`src/rtl/mem_access_stage.sv`:
```
// mem_access_stage
//   Memory-access stage between EX/MEM and MEM/WB. Each load/store is run
//   against a variable-latency data memory over a req/ack handshake. The
//   front of the pipeline is stalled while an access is outstanding, and a
//   bubble (RegWrite_o=0) is sent to MEM/WB on every stalled cycle.
//
// Ports
//   clk_i, rst_i           clock (rising edge), async active-high reset
//   MemRead_i/MemWrite_i   load / store in stage
//   RegWrite_i, RD_i       writeback control from EX/MEM
//   Result_i               ALU result, also the memory address
//   WriteData_i            store data
//   RegWrite_o, Data_o,
//   Result_o, RD_o         to MEM/WB
//   Stall_o                to hazard unit
//   mem_req_o, mem_we_o,
//   mem_addr_o, mem_wdata_o registered memory request
//   mem_ack_i, mem_rdata_i memory completion pulse and read data
//   err_o                  sticky error (misaligned, read+write, timeout)
module mem_access_stage #(
    parameter int unsigned DATA_W  = 32,
    parameter int unsigned TIMEOUT = 255
) (
    input  logic              clk_i,
    input  logic              rst_i,
    input  logic              MemRead_i,
    input  logic              MemWrite_i,
    input  logic              RegWrite_i,
    input  logic [DATA_W-1:0] Result_i,
    input  logic [DATA_W-1:0] WriteData_i,
    input  logic [4:0]        RD_i,
    output logic              RegWrite_o,
    output logic [DATA_W-1:0] Data_o,
    output logic [DATA_W-1:0] Result_o,
    output logic [4:0]        RD_o,
    output logic              Stall_o,
    output logic              mem_req_o,
    output logic              mem_we_o,
    output logic [DATA_W-1:0] mem_addr_o,
    output logic [DATA_W-1:0] mem_wdata_o,
    input  logic              mem_ack_i,
    input  logic [DATA_W-1:0] mem_rdata_i,
    output logic              err_o
);

    typedef enum logic [1:0] {
        S_IDLE,
        S_WAIT,
        S_RESP
    } state_t;

    state_t            r_state;
    state_t            w_next;
    logic [15:0]       r_cnt;
    logic [DATA_W-1:0] r_data;

    logic w_access;
    logic w_misaligned;
    logic w_timeout;

    assign w_access     = MemRead_i | MemWrite_i;
    assign w_misaligned = (Result_i[1:0] != 2'b00);
    // Last permitted WAIT cycle: no ack here means abort.
    assign w_timeout    = (r_cnt == 16'(TIMEOUT - 1));

    assign Result_o = Result_i;
    assign RD_o     = RD_i;

    always_ff @(posedge clk_i or posedge rst_i) begin
        if (rst_i) begin
            r_state <= S_IDLE;
        end else begin
            r_state <= w_next;
        end
    end

    always_comb begin
        w_next     = r_state;
        Stall_o    = 1'b0;
        RegWrite_o = 1'b0;
        Data_o     = '0;
        case (r_state)
            S_IDLE: begin
                if (w_access) begin
                    Stall_o = 1'b1;
                    w_next  = w_misaligned ? S_RESP : S_WAIT;
                end else begin
                    RegWrite_o = RegWrite_i;
                end
            end
            S_WAIT: begin
                Stall_o = 1'b1;
                if (mem_ack_i || w_timeout) begin
                    w_next = S_RESP;
                end
            end
            S_RESP: begin
                RegWrite_o = RegWrite_i;
                Data_o     = r_data;
                w_next     = S_IDLE;
            end
            default: begin
                w_next = S_IDLE;
            end
        endcase
    end

    always_ff @(posedge clk_i or posedge rst_i) begin
        if (rst_i) begin
            mem_req_o   <= 1'b0;
            mem_we_o    <= 1'b0;
            mem_addr_o  <= '0;
            mem_wdata_o <= '0;
            r_data      <= '0;
            r_cnt       <= '0;
            err_o       <= 1'b0;
        end else begin
            case (r_state)
                S_IDLE: begin
                    if (w_access) begin
                        if (w_misaligned) begin
                            err_o  <= 1'b1;
                            r_data <= '0;
                        end else begin
                            mem_req_o   <= 1'b1;
                            mem_we_o    <= MemWrite_i;
                            mem_addr_o  <= Result_i;
                            mem_wdata_o <= WriteData_i;
                            r_cnt       <= '0;
                            // Simultaneous read+write is executed as a write.
                            if (MemRead_i && MemWrite_i) begin
                                err_o <= 1'b1;
                            end
                        end
                    end
                end
                S_WAIT: begin
                    if (mem_ack_i) begin
                        mem_req_o <= 1'b0;
                        r_data    <= mem_we_o ? '0 : mem_rdata_i;
                    end else if (w_timeout) begin
                        mem_req_o <= 1'b0;
                        r_data    <= '0;
                        err_o     <= 1'b1;
                    end else begin
                        r_cnt <= r_cnt + 16'd1;
                    end
                end
                default: begin
                end
            endcase
        end
    end

endmodule

```
`config.mk`:
```
export PLATFORM = sky130hd
export DESIGN_NAME = mem_access_stage
export DESIGN_NICKNAME = d
export VERILOG_FILES = /design/src/rtl/mem_access_stage.sv
export SDC_FILE = /design/constraint.sdc
export NUM_CORES = 1
export LEC_CHECK = 0
export CORE_MARGIN = 2
export CORE_UTILIZATION = 43
export CTS_BUF_LIST = sky130_fd_sc_hd__clkbuf_8
export DETAILED_ROUTE_END_ITERATION = 8
export PLACE_DENSITY = 0.93
export SLEW_MARGIN = 5
export SYNTH_ARGS = -nofsm -noshare
export SYNTH_HDL_FRONTEND = slang
export SYNTH_SLANG_ARGS = --single-unit
```
`constraint.sdc`:
```
create_clock -name clk_i -period 4.7 [get_ports clk_i]
set_input_delay 0.47 -clock clk_i [delete_from_list [all_inputs] [get_ports clk_i]]
set_output_delay 0.47 -clock clk_i [all_outputs]
set_load 0.05 [all_outputs]
```
* After elaboration in Yosys (flattened, before gate mapping)
Cells that the tools add are included.
** Storage, ports and cells
- Word-level logic and storage cells :: 65
- Bits in registers :: 117
- Bits of input ports :: 107
** Cells by class
- Reductions and logical operators :: 11
- Bitwise logic cells :: 2
- Muxes and demuxes :: 31
- Add/subtract/negate cells :: 1
- Equal/unequal tests :: 12
** Operator list (number)
- 32-bit two-way mux :: 6
- 16-bit two-way mux :: 4
- 32-bit case mux with 2 select lines :: 1
- 16-bit case mux with 2 select lines :: 1
- 16-bit by 1-bit adder with 16-bit output (second input constant) :: 1
- 16-bit by 8-bit == test with 1-bit output (second input constant) :: 1
- 2-bit != test (second input constant) :: 7
- 1-bit two-way mux :: 11
- 5-bit AND reduction :: 2
- 1-bit case mux with 2 select lines :: 4
- 4-bit AND reduction :: 2
- 2-bit two-way mux :: 3
- 3-bit != test (second input constant) :: 2
- 2-bit case mux with 2 select lines :: 1
- 2-bit nonzero test :: 2
- 3-bit AND reduction :: 1
- 2-bit by 1-bit == test with 1-bit output (second input constant) :: 1
- 2-bit == test (second input constant) :: 1
- 2-bit logical NOT :: 1
- 2-bit AND reduction :: 1
- 1-bit logical AND :: 1
- 1-bit logical OR :: 1
- 1-bit inverter :: 1
- 1-bit OR :: 1

* Longest topological paths before layout
- Depth after elaboration :: 5
- Mapped depth :: 7
- Mapped depth without buffers :: 6

* Worst setup path after synthesis
Ideal clock, no wire load.
- Kind :: flip-flop to flip-flop
- From :: register r_cnt[0]
- To :: register r_data[10]
- Data arrival time :: 1.766 ns
- Required time :: 4.579 ns
- Library setup time :: 0.121 ns
- Setup slack :: 2.813 ns
- Buffers on the path :: 1
- Cell stages (with the launch flop) :: 8
- Path through :: dfrtp_1 -> inv_1 -> ha_1 -> nor4b_4 -> nand4_1 -> a311o_2 -> buf_6 -> a22o_1
** Between the ends
- Cells in the longest elaborated chain, start to end :: 3
** Ends and longest elaborated chain
- start, declared :: line 54 : logic [15:0] r_cnt;
- start signal, assigned :: line 146 : r_cnt <= r_cnt + 16'd1;
- 16-bit by 8-bit == test with 1-bit output :: line 64 : assign w_timeout = (r_cnt == 16'(TIMEOUT - 1));
- 3-bit != test (no source line)
- 4-bit AND reduction (no source line)
- end signal, assigned :: line 140 : r_data <= mem_we_o ? '0 : mem_rdata_i;
- end, declared :: line 55 : logic [DATA_W-1:0] r_data;
No other way between the ends.
A chain may end at the register's enable or synchronous reset.

* Final worst setup path
- From :: register r_state[1]
- To :: output Data_o[14]
** Between the ends
- Cells in the longest elaborated chain, start to end :: 2
** Ends and longest elaborated chain
- start, declared :: line 52 : state_t r_state;
- start signal, assigned :: line 73 : r_state <= w_next;
- 2-bit == test :: line 82 : case (r_state)
- 32-bit two-way mux :: line 82
- end, declared :: line 33 : output logic [DATA_W-1:0] Data_o,
No other way between the ends.

==> summary.md <==
| Metric | Value |
|---|---|
| CTS H-tree lvls | `4` |
| Final Max Slew Viols | `0` |
| First DRT Iteration DRCs | `350` |
| Synth warn | `0` |
| FF+latch count, synth | `117` |
| Most common cell after layout, fill and taps aside | `clkdlybuf4s50_1` |
| Total grt overflow | `0` |
| Slew @ Worst Pin | `1180 ps` |
| Startpoint types | `flop` |
| Final total power | `5.21 mW` |
| Crit-path max FO | `32` |
| Leak | `3.37 nW` |
| Cells after Synth | `418` |
| Crit path DAT | `2990 ps` |
| Setup bufs post-CTS | `0` |
| Crit path kind | `reg2out` |
| Max VDD drop | `0.259 mV` |
| Layout Area Growth over Synthesis | `48.4%` |
| Clk_skew | `10.5 ps` |
| Max transition margin | `20.9%` |
| Ant. Diodes | `0` |
| WL final | `13,400 µm` |
| FP Rows | `40` |
| Crit end category | `output pin` |
| Most used DFF post-synth | `dfrtp_1` |
| Cell variety after synth | `48` |
| Worst-path clk slew | `70 ps` |
| Final setup viols | `0` |
| Max-cap check violation count | `0` |
| Footprint of the multi-input gates | `1940 µm²` |
| Post-synthesis sequential area ratio | `55.2%` |
| Port buffer count | `234` |
| Share of layout cells above drive strength 1 | `7.84%` |
| Die X | `115 µm` |
| Path depth of the worst reg2reg path | `4` |
| Die area | `13,200 µm²` |
| Post-DRT Antenna Nets | `0` |
| CTS Buf Count | `17` |
| Post-route clock period utilization | `73.7%` |
| FF+latch area | `2930 µm²` |
| Pin count of the biggest net entering global routing | `88` |
| RD Place Congestion | `0.898` |
| Post-synth top area share | `55.2%` |
| Fmax achieved | `289 MHz` |
| Status | `complete, no violations` |
| Min Tclk post-route | `3460 ps` |
| Hold_buf cts | `0` |
| Antenna violations before repair | `0` |
| Via/cell ratio | `5.21` |
| Cell taking the most area after synthesis | `dfrtp_1` |
| I/O pin cnt | `245` |
| Die height | `115 µm` |
| Starting Density | `44.2%` |
| Cell Area, Synth | `5300 µm²` |
| Hold Path Class | `reg2reg` |
| Vias in the first global route | `4,154` |
| Avg WL per Cell | `17.3 µm` |
| Clk_lat worst skew | `420 ps` |
| Synth area leaders | `dfrtp_1, mux2_1, buf_4` |
| Clock Tree Root | `clkbuf_8` |
| Aggregate negative setup slack | `0 ps` |
| Global-route usage over all layers | `20.5%` |
| DRT Pass-1 Iters | `4` |
| R2r setup slk | `2270 ps` |
| Synth Area per Inst | `12.7 µm²` |
| Most frequent cells in the layout | `clkdlybuf4s50_1, dfrtp_1, mux2_1, a22o_1, and2_1` |
| Hpwl dp | `9740 µm` |
| Fin. Hold Viols | `0` |
| Unrepaired setup endpoints after global routing | `false` |
| Critical Path RT | `4230 ps` |
| Via count | `4,022` |
| Core Area | `12,000 µm²` |
| Fillcell total | `883` |
| Post-synth EDFFs | `0` |
| Post-cts repair resize count | `0` |
| CTS tree | `done` |
| Syn_nets | `527` |
| Post-layout util | `65.5%` |
| CTS sink cnt | `117` |
| Hold depth | `1` |
| Post-synth ARST share | `100%` |
| Fin nets | `721` |
| Power per Cell Area | `661 nW/µm²` |
| # DRC | `0` |
| Bufs on Longest Clock Path | `2` |
| First-pass GRT wire length | `21,000 µm` |
## area by class of cell
type	count	share of cell area [%]
Clock buffer	17	2.97
Timing Repair Buffer	237	30.0
Tap cell	147	2.34
Clock inverter	15	2.40
Inverter	7	0.366
Sequential cell	117	37.2
Multi-Input combinational cell	232	24.7
## per-layer routing
layer	wire length [µm]	vias to the layer above	share of wire, %	global-route usage, %
met4	210	0	1.6	7.15
met2	6920	193	52	36.4
li1	-	1888	-	-
met3	1010	23	7.6	5.75
met5	0	-	0	0
met1	5230	1918	39	23.6
## Yosys cell counts (3+ instances only)
cell type,number
buf_4,43
a22o_1,33
nor4_1,5
o211a_1,4
buf_6,3
nor2b_1,5
a211o_1,4
a21oi_1,3
inv_1,4
nor3_1,3
and2_1,33
nor2_1,5
a41oi_1,6
a31oi_1,6
clkbuf_1,13
dfrtp_1,117
o21ai_0,4
and3_1,3
nand2_1,8
nand4_1,4
mux2_1,62
a31o_1,3
nand3_1,8
a21o_1,3
buf_2,3
## registers in the layout, summed over array words and instances, names as in the netlist
signal	flops
r_state	2
err_o	1
r_cnt	16
mem_req_o	1
mem_wdata_o	32
mem_addr_o	32
mem_we_o	1
r_data	32
## cell families (layout without fill, tap and decap cells)
kind of cell,count (synthesis),count (layout),synth area share [%]
buf+inv,69,276,8.42
compound gates,81,81,12.5
mux,62,62,13.2
fa+ha+maj,2,2,0.472
flops,117,117,55.2
simple gates,87,87,10.2
## worst paths after layout
path	start	endpoint
max	r_state[1]	Data_o[14]
min	mem_addr_o[7]	mem_addr_o[7]
max in group asynchronous	rst_i	r_cnt[7]
min reg2reg	mem_addr_o[7]	mem_addr_o[7]
max reg2reg	r_state[1]	mem_wdata_o[15]
min in group asynchronous	rst_i	mem_wdata_o[18]
## where the power goes
group / switching, mW / internal (mW) / leakage (nW)
clock: 0.444 / 0.537 / 0.209
combinational: 1.69 / 0.906 / 1.67
sequential: 0.252 / 1.38 / 1.48
total: 2.38 / 2.82 / 3.37
## per-stage QoR
| step | cell area, µm² | std cells | hold WS (ps) | worst slack, ps |
|---|---|---|---|---|
| after detailed placement | 7450 | 740 | 474 | 1670 |
| final | 7870 | 772 | 487 | 1240 |
| after global placement | 7450 | 740 | 455 | 1900 |
| after floorplan | 5300 | 418 | 464 | 1130 |
| after CTS | 7870 | 772 | 493 | 1180 |
| after global routing | 7870 | 772 | 510 | 996 |
## critical path, cell delays in order (launching register included)
cell and delay (ps):
dfrtp_1 610, nor2b_2 910, and2_1 230, clkdlybuf4s50_1 830
Power figures use the tool's default switching activity.
